**src/rtl/adc_seq_ctrl.sv**
```systemverilog
// EBI-mapped serial ADC sequencer: program frames, round-robin conversions, per-channel SAMPLE/SEQUENCE registers.
// Optional sample FIFO is built when ADC_SEQ_FIFO_EN is defined.
module adc_seq_ctrl #(
  parameter int NUM_CH     = 8,
  parameter int SAMPLE_W   = 16,
  parameter int POSITION   = 0,
  parameter int FIFO_DEPTH = 16
) (
  input  logic        clk,
  input  logic        reset,
  input  logic [18:0] addr,
  input  logic [15:0] data_in,
  input  logic        enable,
  input  logic        wr,
  input  logic        re,
  output logic [15:0] data_out,
  output logic        new_sample,
  output logic        adc_cs_n,
  output logic        adc_sclk,
  output logic        adc_din,
  input  logic        adc_dout
);

  localparam logic [2:0] S_IDLE  = 3'd0;
  localparam logic [2:0] S_PROG  = 3'd1;
  localparam logic [2:0] S_CONV  = 3'd2;
  localparam logic [2:0] S_STORE = 3'd3;
  localparam logic [2:0] S_GAP   = 3'd4;

  localparam int         CH_W      = (NUM_CH > 1) ? $clog2(NUM_CH) : 1;
  localparam logic [5:0] LAST_HALF = 6'(2 * SAMPLE_W - 1);
  localparam logic [4:0] NUM_CH_L  = 5'(NUM_CH);
  localparam logic [10:0] POS_L    = 11'(POSITION);

  logic [2:0]          r_state;
  logic                r_cs_n, r_sclk, r_din, r_new_sample;
  logic [15:0]         r_data_out;
  logic [NUM_CH-1:0]   r_ch_mask;
  logic [15:0]         r_divide, r_div_active, r_div_cnt;
  logic [5:0]          r_half_cnt;
  logic [15:0]         r_prog_word, r_exec_word, r_last_exec;
  logic                r_prog_pending;
  logic [SAMPLE_W-1:0] r_tx, r_rx;
  logic [CH_W-1:0]     r_cur_ch, r_last_ch;
  logic [15:0]         r_sample [0:NUM_CH-1];
  logic [15:0]         r_seq    [0:NUM_CH-1];

  logic                w_sel, w_wr_sel, w_rd_sel, w_ch_ok, w_tick, w_busy, w_start;
  logic [3:0]          w_cmd;
  logic [CH_W-1:0]     w_rd_idx, w_next_ch;
  logic [15:0]         w_conv_word, w_cap16, w_fifo_head;
  logic [SAMPLE_W-1:0] w_conv_frame, w_prog_frame;
  logic [$clog2(FIFO_DEPTH):0] w_fifo_cnt;
  logic                w_fifo_ovf;

  assign w_sel        = enable && (addr[18:8] == POS_L);
  assign w_wr_sel     = w_sel && wr;
  assign w_rd_sel     = w_sel && re;
  assign w_cmd        = addr[3:0];
  assign w_ch_ok      = {1'b0, addr[7:4]} < NUM_CH_L;
  assign w_rd_idx     = addr[4 +: CH_W];
  assign w_tick       = (r_div_cnt == r_div_active);
  assign w_busy       = (r_state != S_IDLE);
  assign w_start      = (r_state == S_IDLE) && (r_prog_pending || (|r_ch_mask));
  assign w_conv_word  = {1'b0, 4'(w_next_ch), 11'd0};
  assign w_conv_frame = w_conv_word[15 -: SAMPLE_W];
  assign w_prog_frame = r_prog_word[SAMPLE_W-1:0];
  assign w_cap16      = 16'(r_rx);

  assign data_out   = r_data_out;
  assign new_sample = r_new_sample;
  assign adc_cs_n   = r_cs_n;
  assign adc_sclk   = r_sclk;
  assign adc_din    = r_din;

  // Round-robin: the smallest upward distance from the last converted channel wins.
  always_comb begin
    int idx;
    idx       = 0;
    w_next_ch = r_last_ch;
    for (int i = NUM_CH; i >= 1; i--) begin
      idx = int'(r_last_ch) + i;
      if (idx >= NUM_CH) idx = idx - NUM_CH;
      if (r_ch_mask[idx]) w_next_ch = CH_W'(idx);
    end
  end

  always_ff @(posedge clk) begin
    if (reset) begin
      r_state        <= S_IDLE;
      r_cs_n         <= 1'b1;
      r_sclk         <= 1'b0;
      r_din          <= 1'b0;
      r_new_sample   <= 1'b0;
      r_ch_mask      <= '0;
      r_divide       <= '0;
      r_div_active   <= '0;
      r_div_cnt      <= '0;
      r_half_cnt     <= '0;
      r_prog_word    <= '0;
      r_prog_pending <= 1'b0;
      r_exec_word    <= '0;
      r_last_exec    <= '0;
      r_tx           <= '0;
      r_rx           <= '0;
      r_cur_ch       <= '0;
      r_last_ch      <= CH_W'(NUM_CH - 1);
      for (int i = 0; i < NUM_CH; i++) begin
        r_sample[i] <= '0;
        r_seq[i]    <= '0;
      end
    end else begin
      r_new_sample <= 1'b0;
      if (w_wr_sel && w_cmd == 4'h1) r_ch_mask   <= data_in[NUM_CH-1:0];
      if (w_wr_sel && w_cmd == 4'h2) r_divide    <= data_in;
      if (w_wr_sel && w_cmd == 4'h4) r_prog_word <= data_in;
      // Pending is consumed when PROG starts; a coinciding PROGRAM write keeps it set.
      if (w_wr_sel && w_cmd == 4'h4)                 r_prog_pending <= 1'b1;
      else if (r_state == S_IDLE && r_prog_pending) r_prog_pending <= 1'b0;

      if (w_start) begin
        r_cs_n       <= 1'b0;
        r_sclk       <= 1'b0;
        r_div_active <= r_divide;
        r_div_cnt    <= '0;
        r_half_cnt   <= '0;
        r_rx         <= '0;
      end

      case (r_state)
        S_IDLE: begin
          if (r_prog_pending) begin
            r_state     <= S_PROG;
            r_exec_word <= r_prog_word;
            r_din       <= w_prog_frame[SAMPLE_W-1];
            r_tx        <= w_prog_frame << 1;
          end else if (|r_ch_mask) begin
            r_state   <= S_CONV;
            r_cur_ch  <= w_next_ch;
            r_last_ch <= w_next_ch;
            r_din     <= w_conv_frame[SAMPLE_W-1];
            r_tx      <= w_conv_frame << 1;
          end
        end
        S_PROG, S_CONV: begin
          if (w_tick) begin
            r_div_cnt  <= '0;
            r_sclk     <= ~r_sclk;
            r_half_cnt <= r_half_cnt + 6'd1;
            if (!r_sclk) begin
              r_rx <= {r_rx[SAMPLE_W-2:0], adc_dout};
            end else if (r_half_cnt == LAST_HALF) begin
              r_cs_n     <= 1'b1;
              r_din      <= 1'b0;
              r_half_cnt <= '0;
              if (r_state == S_PROG) begin
                r_last_exec <= r_exec_word;
                r_state     <= S_GAP;
              end else begin
                r_state <= S_STORE;
              end
            end else begin
              r_din <= r_tx[SAMPLE_W-1];
              r_tx  <= r_tx << 1;
            end
          end else begin
            r_div_cnt <= r_div_cnt + 16'd1;
          end
        end
        S_STORE: begin
          r_sample[r_cur_ch] <= w_cap16;
          r_seq[r_cur_ch]    <= r_seq[r_cur_ch] + 16'd1;
          r_new_sample       <= 1'b1;
          r_state            <= S_GAP;
          r_div_cnt          <= '0;
          r_half_cnt         <= '0;
        end
        S_GAP: begin
          if (w_tick) begin
            r_div_cnt  <= '0;
            r_half_cnt <= r_half_cnt + 6'd1;
            if (r_half_cnt[0]) r_state <= S_IDLE;
          end else begin
            r_div_cnt <= r_div_cnt + 16'd1;
          end
        end
        default: r_state <= S_IDLE;
      endcase
    end
  end

  always_ff @(posedge clk) begin
    if (reset || !w_rd_sel) begin
      r_data_out <= '0;
    end else begin
      case (w_cmd)
        4'h7:    r_data_out <= w_ch_ok ? r_sample[w_rd_idx] : 16'd0;
        4'h8:    r_data_out <= w_ch_ok ? r_seq[w_rd_idx] : 16'd0;
        4'h9:    r_data_out <= 16'h0ADD;
        4'hA:    r_data_out <= {8'(w_fifo_cnt), 5'd0, w_fifo_ovf, r_prog_pending, w_busy};
        4'hB:    r_data_out <= r_last_exec;
        4'hC:    r_data_out <= (w_fifo_cnt != '0) ? w_fifo_head : 16'd0;
        default: r_data_out <= 16'd0;
      endcase
    end
  end

`ifdef ADC_SEQ_FIFO_EN
  localparam int        AW       = $clog2(FIFO_DEPTH);
  localparam logic [AW:0] FULL_CNT = (AW + 1)'(FIFO_DEPTH);

  logic [15:0]   r_fifo_mem [0:FIFO_DEPTH-1];
  logic [AW-1:0] r_wr_ptr, r_rd_ptr;
  logic [AW:0]   r_fifo_cnt;
  logic          r_fifo_ovf;
  logic          w_push, w_pop, w_push_ok;

  assign w_push    = (r_state == S_STORE);
  assign w_pop     = w_rd_sel && (w_cmd == 4'hC) && (r_fifo_cnt != '0);
  // When full, a push is only accepted if a pop frees the head slot in the same clk.
  assign w_push_ok = w_push && ((r_fifo_cnt != FULL_CNT) || w_pop);

  always_ff @(posedge clk) begin
    if (w_push_ok) r_fifo_mem[r_wr_ptr] <= {4'(r_cur_ch), w_cap16[11:0]};
  end

  always_ff @(posedge clk) begin
    if (reset) begin
      r_wr_ptr   <= '0;
      r_rd_ptr   <= '0;
      r_fifo_cnt <= '0;
      r_fifo_ovf <= 1'b0;
    end else begin
      if (w_push_ok) r_wr_ptr <= r_wr_ptr + 1'b1;
      if (w_pop)     r_rd_ptr <= r_rd_ptr + 1'b1;
      if (w_push_ok && !w_pop)      r_fifo_cnt <= r_fifo_cnt + 1'b1;
      else if (!w_push_ok && w_pop) r_fifo_cnt <= r_fifo_cnt - 1'b1;
      if (w_push && !w_push_ok)              r_fifo_ovf <= 1'b1;
      else if (w_wr_sel && w_cmd == 4'hA)    r_fifo_ovf <= 1'b0;
    end
  end

  assign w_fifo_cnt  = r_fifo_cnt;
  assign w_fifo_ovf  = r_fifo_ovf;
  assign w_fifo_head = r_fifo_mem[r_rd_ptr];
`else
  assign w_fifo_cnt  = '0;
  assign w_fifo_ovf  = 1'b0;
  assign w_fifo_head = 16'd0;
`endif

endmodule

```
**config.mk**
```make
export PLATFORM = sky130hd
export DESIGN_NAME = adc_seq_ctrl
export DESIGN_NICKNAME = d
export VERILOG_FILES = /design/src/rtl/adc_seq_ctrl.sv
export SDC_FILE = /design/constraint.sdc
export NUM_CORES = 1
export LEC_CHECK = 0
export CAP_MARGIN = 20
export CORE_ASPECT_RATIO = 1.2
export CORE_MARGIN = 3
export CORE_UTILIZATION = 40
export CTS_CLUSTER_SIZE = 12
export DETAILED_ROUTE_END_ITERATION = 6
export SYNTH_ARGS = -nofsm -noshare
export SYNTH_HDL_FRONTEND = slang
export SYNTH_SLANG_ARGS = --single-unit
```
**constraint.sdc**
```tcl
create_clock -name clk -period 10.85 [get_ports clk]
set_clock_uncertainty 0.1 [all_clocks]
set_input_delay 2.17 -clock clk [delete_from_list [all_inputs] [get_ports clk]]
set_output_delay 2.17 -clock clk [all_outputs]
set_load 0.005 [all_outputs]
```
==> run summary, run 1 <==
RD Place Congestion = 0.833
die width = 213 um
Post-Synthesis Cells = 1744
Max transition margin = 0.283
top-area cell type share of the netlist area = 0.375
via count = 14.1k
placed cells = 2346
post-synth top area cell = edfxtp_1
largest family of logic cells by synthesized area = multiplexers
vias in the first global route = 13.8k
Period Utilization, post-route = 0.471
crit-path max FO = 38
DP HPWL = 35800 um
commonest cells in the netlist = edfxtp_1 (256), nor2_1 (229), dfxtp_1 (174), nand2_1 (163), mux2i_1 (109)
clock transition at the registers of the reported paths = 60 ps
hold buffers post-CTS = 0
post-synthesis compound-gate area fraction = 0.0706
DRC viols = 0
CTS Buf Count = 46
I/O pin total = 61
Seq cells post-synth = 430
yosys warns = 0
mapped cell area = 20500 sq um
CTS tree = built
largest net degree at the start of global routing = 104
setup bufs post-CTS = 0
number of H-tree levels = 2
Min-Delay Path Class = register to register
simple-gate share of the synthesized area = 0.159
Avg Cell Area, Syn = 11.7 sq um
CP endpoint kind = register
Slew @ Worst Pin = 1070 ps
CTS root buffer = clkbuf_16
post-layout net count = 1797
Power Density = 157 nW/um^2
Data required, critical path = 10970 ps
mean number of vias per cell = 5.80
max cap viols = 0
clock latency on the worst-skew pair = 560 ps
share of layout cells above drive strength 1 = 0.112
CP arrival = 5230 ps
mux contribution to synthesized area = 0.165
dominant cells by area after synthesis = edfxtp_1 (38%), dfxtp_1 (17%), mux4_2 (7.0%)
Adder-Cell Fraction of Synth Area = 0.00354
Setup CP Type = primary input to register
Async S/R FF share, synth = 0
first-pass GRT wire length = 83400 um
static leakage = 8.17 nW
antenna violations before repair = 2
# clock sinks = 430
worst-case hold slack = 355 ps
share of the yosys chip area belonging to registers = 0.545
status = finished, final reports clean
grt ovf = 0
Hold Fails Final Rpt = 0
1st-iter DRT viols = 1110
Starting Density = 0.406
final setup fails = 0
peak supply drop = 0.122 mV
Final Max Tran Viols = 0
top-count cell post-synth = edfxtp_1
Die ar. = 54000 sq um
final WL = 53900 um
Inserted Diodes = 0
Cell Rows = 90
f_max = 196 MHz
Global Route Usage Sum = 0.200
port buffer count = 60
core area = 50400 sq um
XOR/XNOR share of the synthesized area = 0.0230
Setup TNS = 0 ps
clock buffer depth = 3
DRT antenna net count = 0
routed len/inst = 22.2 um
Layout area overhead = 12.2%
number of flops mapped to enable cells by yosys = 256
RSZ-0062 raised after global routing = false
fin crit period = 5110 ps
syn nets = 1790
Non-Filler Instances = 2428
DR pass1 iterations = 5
die height = 254 um
# resized after CTS = 0
Tot Pwr = 3.61 mW
distinct cell type count after synthesis = 80
CP startpoint kind = primary input
Most used DFF post-synth = edfxtp_1
[stage by stage]
step                utilization  area [sq um]  setup WS, ps
finish                    0.456         23000          5740
global route              0.456         23000          5440
CTS                       0.455         23000          5730
detailed placement        0.426         21500          5150
global placement          0.426         21500          5150
floorplan                     -         20500          6290
[cells in the final DEF (no fill, tap or decap), types with 30 or more instances in the layout]
master and count:
a21oi_1 95, clkdlybuf4s50_1 56, nand3_1 52, clkbuf_16 47
mux4_2 64, dfxtp_1 173, mux2i_1 109, and3_1 76
and2_1 71, nand2_1 163, buf_4 30, xnor2_1 32
nor2_1 228, edfxtp_1 256
[power by group]
part	internal [mW]	leakage (nW)	switching (mW)
logic	0.0933	3.40	0.178
registers	1.77	4.04	0.0315
clock network	0.905	0.722	0.638
total	2.77	8.17	0.847
[worst max-delay path: stages]
cell,delay [ps]
buf_4,220
nor4_1,460
and2_1,210
buf_4,360
nand3_1,610
nand2_1,740
buf_4,430
[kinds of logic after synthesis]
kind of cell / after synthesis
xor gates and xnor gates: 52
DFF: 430
muxes: 211
and+or+nand+nor: 671
AOI/OAI and AO/OA: 226
buffers and inverters: 148
adders and majority gates: 6
[layout make-up]
| cell class | count | area (sq um) |
|---|---|---|
| Multi-Input combinational cell | 1166 | 8640 |
| Clock inverter | 15 | 174 |
| Tap cell | 644 | 806 |
| Inverter | 18 | 68.8 |
| Fill cell | 4611 | 27500 |
| Timing Repair Buffer | 89 | 823 |
| Clock buffer | 66 | 1300 |
| Sequential cell | 430 | 11200 |
[path summary, 6_finish.rpt]
check	startpoint	to	slack, ps	cells past startpoint
worst max register to register	r_last_ch[1]	r_cur_ch[2]	6490	9
worst max-delay path	reset	r_sample[7][15]	5740	7
worst min-delay path	r_exec_word[4]	r_exec_word[4]	360	2
worst min register to register	r_exec_word[4]	r_exec_word[4]	360	2
[state kept, by name (all words and copies together), names as in the netlist, 15 cells and up, named ones only]
name          count
r_prog_word      16
r_rx             16
data_out         16
r_exec_word      16
r_last_exec      16
r_div_active     16
r_tx             15
r_div_cnt        16
r_seq           128
r_sample        128
r_divide         16
[metal layers]
| metal | vias up | part of all wire | global-route usage |
|---|---|---|---|
| li1 | 6471 | - | - |
| met1 | 7055 | 0.42 | 0.259 |
| met2 | 456 | 0.50 | 0.346 |
| met3 | 106 | 0.048 | 0.0270 |
| met4 | 2 | 0.035 | 0.0688 |
| met5 | - | 0.00024 | 0 |
(Power assumes the default switching activity.)
==> inputs of run 2 (changes only) <==
Clock period 10.85 ns to 4.9 ns, I/O delays scaled along.
==> run 2 against run 1 <==
Cell count grew 0.70%. Sequential share of layout area shrank 0.085 points. Sequential cell count is the same. Global-route usage grew 0.60 points. Design area grew 0.17%. Combinational power grew 140%. Sequential power grew 120%. Via count shrank 0.31%. Count of clock-buffer cells in the layout grew 4. Clock power grew 110%. Utilization grew 0.079 points.
==> run summary, run 2 (synthesis gave the netlist of run 1 again) <==
final WL = 55300 um (+2.6%)
Slew @ Worst Pin = 982 ps (-89.3 ps)
Cell Rows = 90 (unchanged)
Inserted Diodes = 0 (unchanged)
Data required, critical path = 5190 ps (-5780 ps)
DRT antenna net count = 0 (unchanged)
clock power share = 0.407 (-0.020)
CTS root buffer = clkbuf_16
fin util = 0.456 (+0.000794)
Slowest cell on crit path = ha_1
status = finished, final reports clean
Final Max Tran Viols = 0 (unchanged)
# fillers = 4611 (unchanged)
max cap viols = 0 (unchanged)
Die ar. = 54000 sq um (unchanged)
Starting Density = 0.406 (unchanged)
Setup TNS = 0 ps (unchanged)
commonest cells after routing, fill and taps aside = edfxtp_1 (256), nor2_1 (228), dfxtp_1 (173), nand2_1 (163), mux2i_1 (109)
f_max = 269 MHz
hold buffers post-CTS = 0 (unchanged)
peak supply drop = 0.251 mV (+110%)
vias in the first global route = 14.0k (+1.5%)
Largest regs = r_sample x128, r_seq x128
Hold Fails Final Rpt = 0 (unchanged)
CTS Buf Count = 44 (-4.3%)
Global Route Usage Sum = 0.206 (+0.00599)
Layout area overhead = 12.4%
clock buffer depth = 3 (unchanged)
post-layout net count = 1815 (+1.0%)
most common cell after layout, fill and taps aside = edfxtp_1
CTS tree = built
post-route setup slack = 1190 ps (-4550 ps)
clock latency on the worst-skew pair = 600 ps (+40 ps)
static leakage = 8.19 nW (+0.24%)
CP endpoint kind = register
mean number of vias per cell = 5.75 (-1.0%)
Setup CP Type = register to register
CP startpoint kind = register
Int Pwr = 5.88 mW (+110%)
Min-Delay Path Class = register to register
# clock sinks = 430 (unchanged)
share of layout cells above drive strength 1 = 0.116 (+0.00394)
setup bufs post-CTS = 0 (unchanged)
Cell Chain, Critical Path = buf_4 > inv_1 > ha_1 > mux2_2 > mux2_2 > a22o_1 > nand4_1 > a21oi_1 > o311a_1 > a211oi_1
clock transition at the registers of the reported paths = 60 ps (about the same)
grt ovf = 0 (unchanged)
1st-iter DRT viols = 1008 (-9.2%)
DR pass1 iterations = 5 (unchanged)
core area = 50400 sq um (unchanged)
Period Utilization, post-route = 0.757
Power Density = 338 nW/um^2 (+120%)
final setup fails = 0 (unchanged)
Max transition margin = 0.341 (+0.0572)
port buffer count = 60 (unchanged)
antenna violations before repair = 0 (-2)
most frequent cell on the critical path = mux2_2
DP HPWL = 36700 um (+2.5%)
RSZ-0062 raised after global routing = false
combinational fraction of design power = 0.082 (+0.007)
Switching Power = 1.91 mW (+120%)
number of H-tree levels = 2 (unchanged)
Flop pwr share = 0.511 (+0.013)
routed len/inst = 22.6 um (+1.9%)
first-pass GRT wire length = 84800 um (+1.7%)
switching part of the total = 0.245 (+0.0103)
die width = 213 um (unchanged)
DRC viols = 0 (unchanged)
die height = 254 um (unchanged)
Placement Setup Slack = 944 ps (-4210 ps)
CP arrival = 4000 ps (-1230 ps)
largest net degree at the start of global routing = 96 (-7.7%)
crit-path max FO = 26 (-32%)
I/O pin total = 61 (unchanged)
# resized after CTS = 0 (unchanged)
RD Place Congestion = 0.825 (-1.0%)
via count = 14.0k (-0.31%)
slowest stage delay, CP = 600 ps (-140 ps)
fin crit period = 3710 ps
-- run 2: cell count changes in the layout (fill, tap and decap cells not counted), moves of 3 or more --
cell	delta
buf_4	+17
clkbuf_1	+9
buf_12	+4
clkinv_2	-4
bufinv_16	-3
clkbuf_16	-3
-- run 2: per-stage QoR --
step / cell area (sq um) / hold WS [ps] / power [mW] / cells
floorplan: 20500 / 336 / 4.43 / 1744
global placement: 21700 / 343 / 4.68 / 2365
detailed placement: 21700 / 348 / 4.69 / 2365
CTS: 23000 / 356 / 7.85 / 2443
global route: 23000 / 366 / 8.04 / 2445
finish: 23000 / 354 / 7.79 / 2445
-- run 2: routing by layer --
layer,global-route usage,part of all wire,up-vias
met2,0.362,0.50,439
met4,0.0763,0.039,0
li1,-,-,6506
met1,0.257,0.41,6993
met5,0,0,-
met3,0.0310,0.052,109
-- run 2: power groups by stage --
stage | sequential, mW | combinational [mW] | clock, mW
2_1_floorplan | 4.02 | 0.408 | 0
3_3_place_gp | 4.05 | 0.628 | 0
3_5_place_dp | 4.05 | 0.635 | 0
4_1_cts | 3.98 | 0.636 | 3.24
5_1_grt | 3.99 | 0.687 | 3.37
6_report | 3.98 | 0.637 | 3.17
-- run 2: cell type report --
cell class              count  area [sq um]  area share
flip-flops and latches    430         11200       0.485
multi-input cells        1166          8640       0.375
clock buffers              70          1240      0.0538
repair buffers            109          1000      0.0436
well taps                 644           806      0.0350
clock inverters             8          96.3     0.00418
inverters                  18          68.8     0.00299
-- run 2: worst max-delay path: cells and delay by family, from the launching register on --
family	cells	cell delay [ps]
buffers and inverters	2	380
and+or+nand+nor	1	100
AOI/OAI and AO/OA	4	1310
adders and majority gates	1	600
DFF	1	300
muxes	2	720
-- run 2: worst paths after layout --
path	from	endpoint	slack, ps	depth (start not counted)
max	r_last_ch[0]	register	1190	10
min	r_divide[8]	r_div_active[8]	350	2
max reg2reg	r_last_ch[0]	register	1190	10
min reg2reg	r_divide[8]	r_div_active[8]	350	2
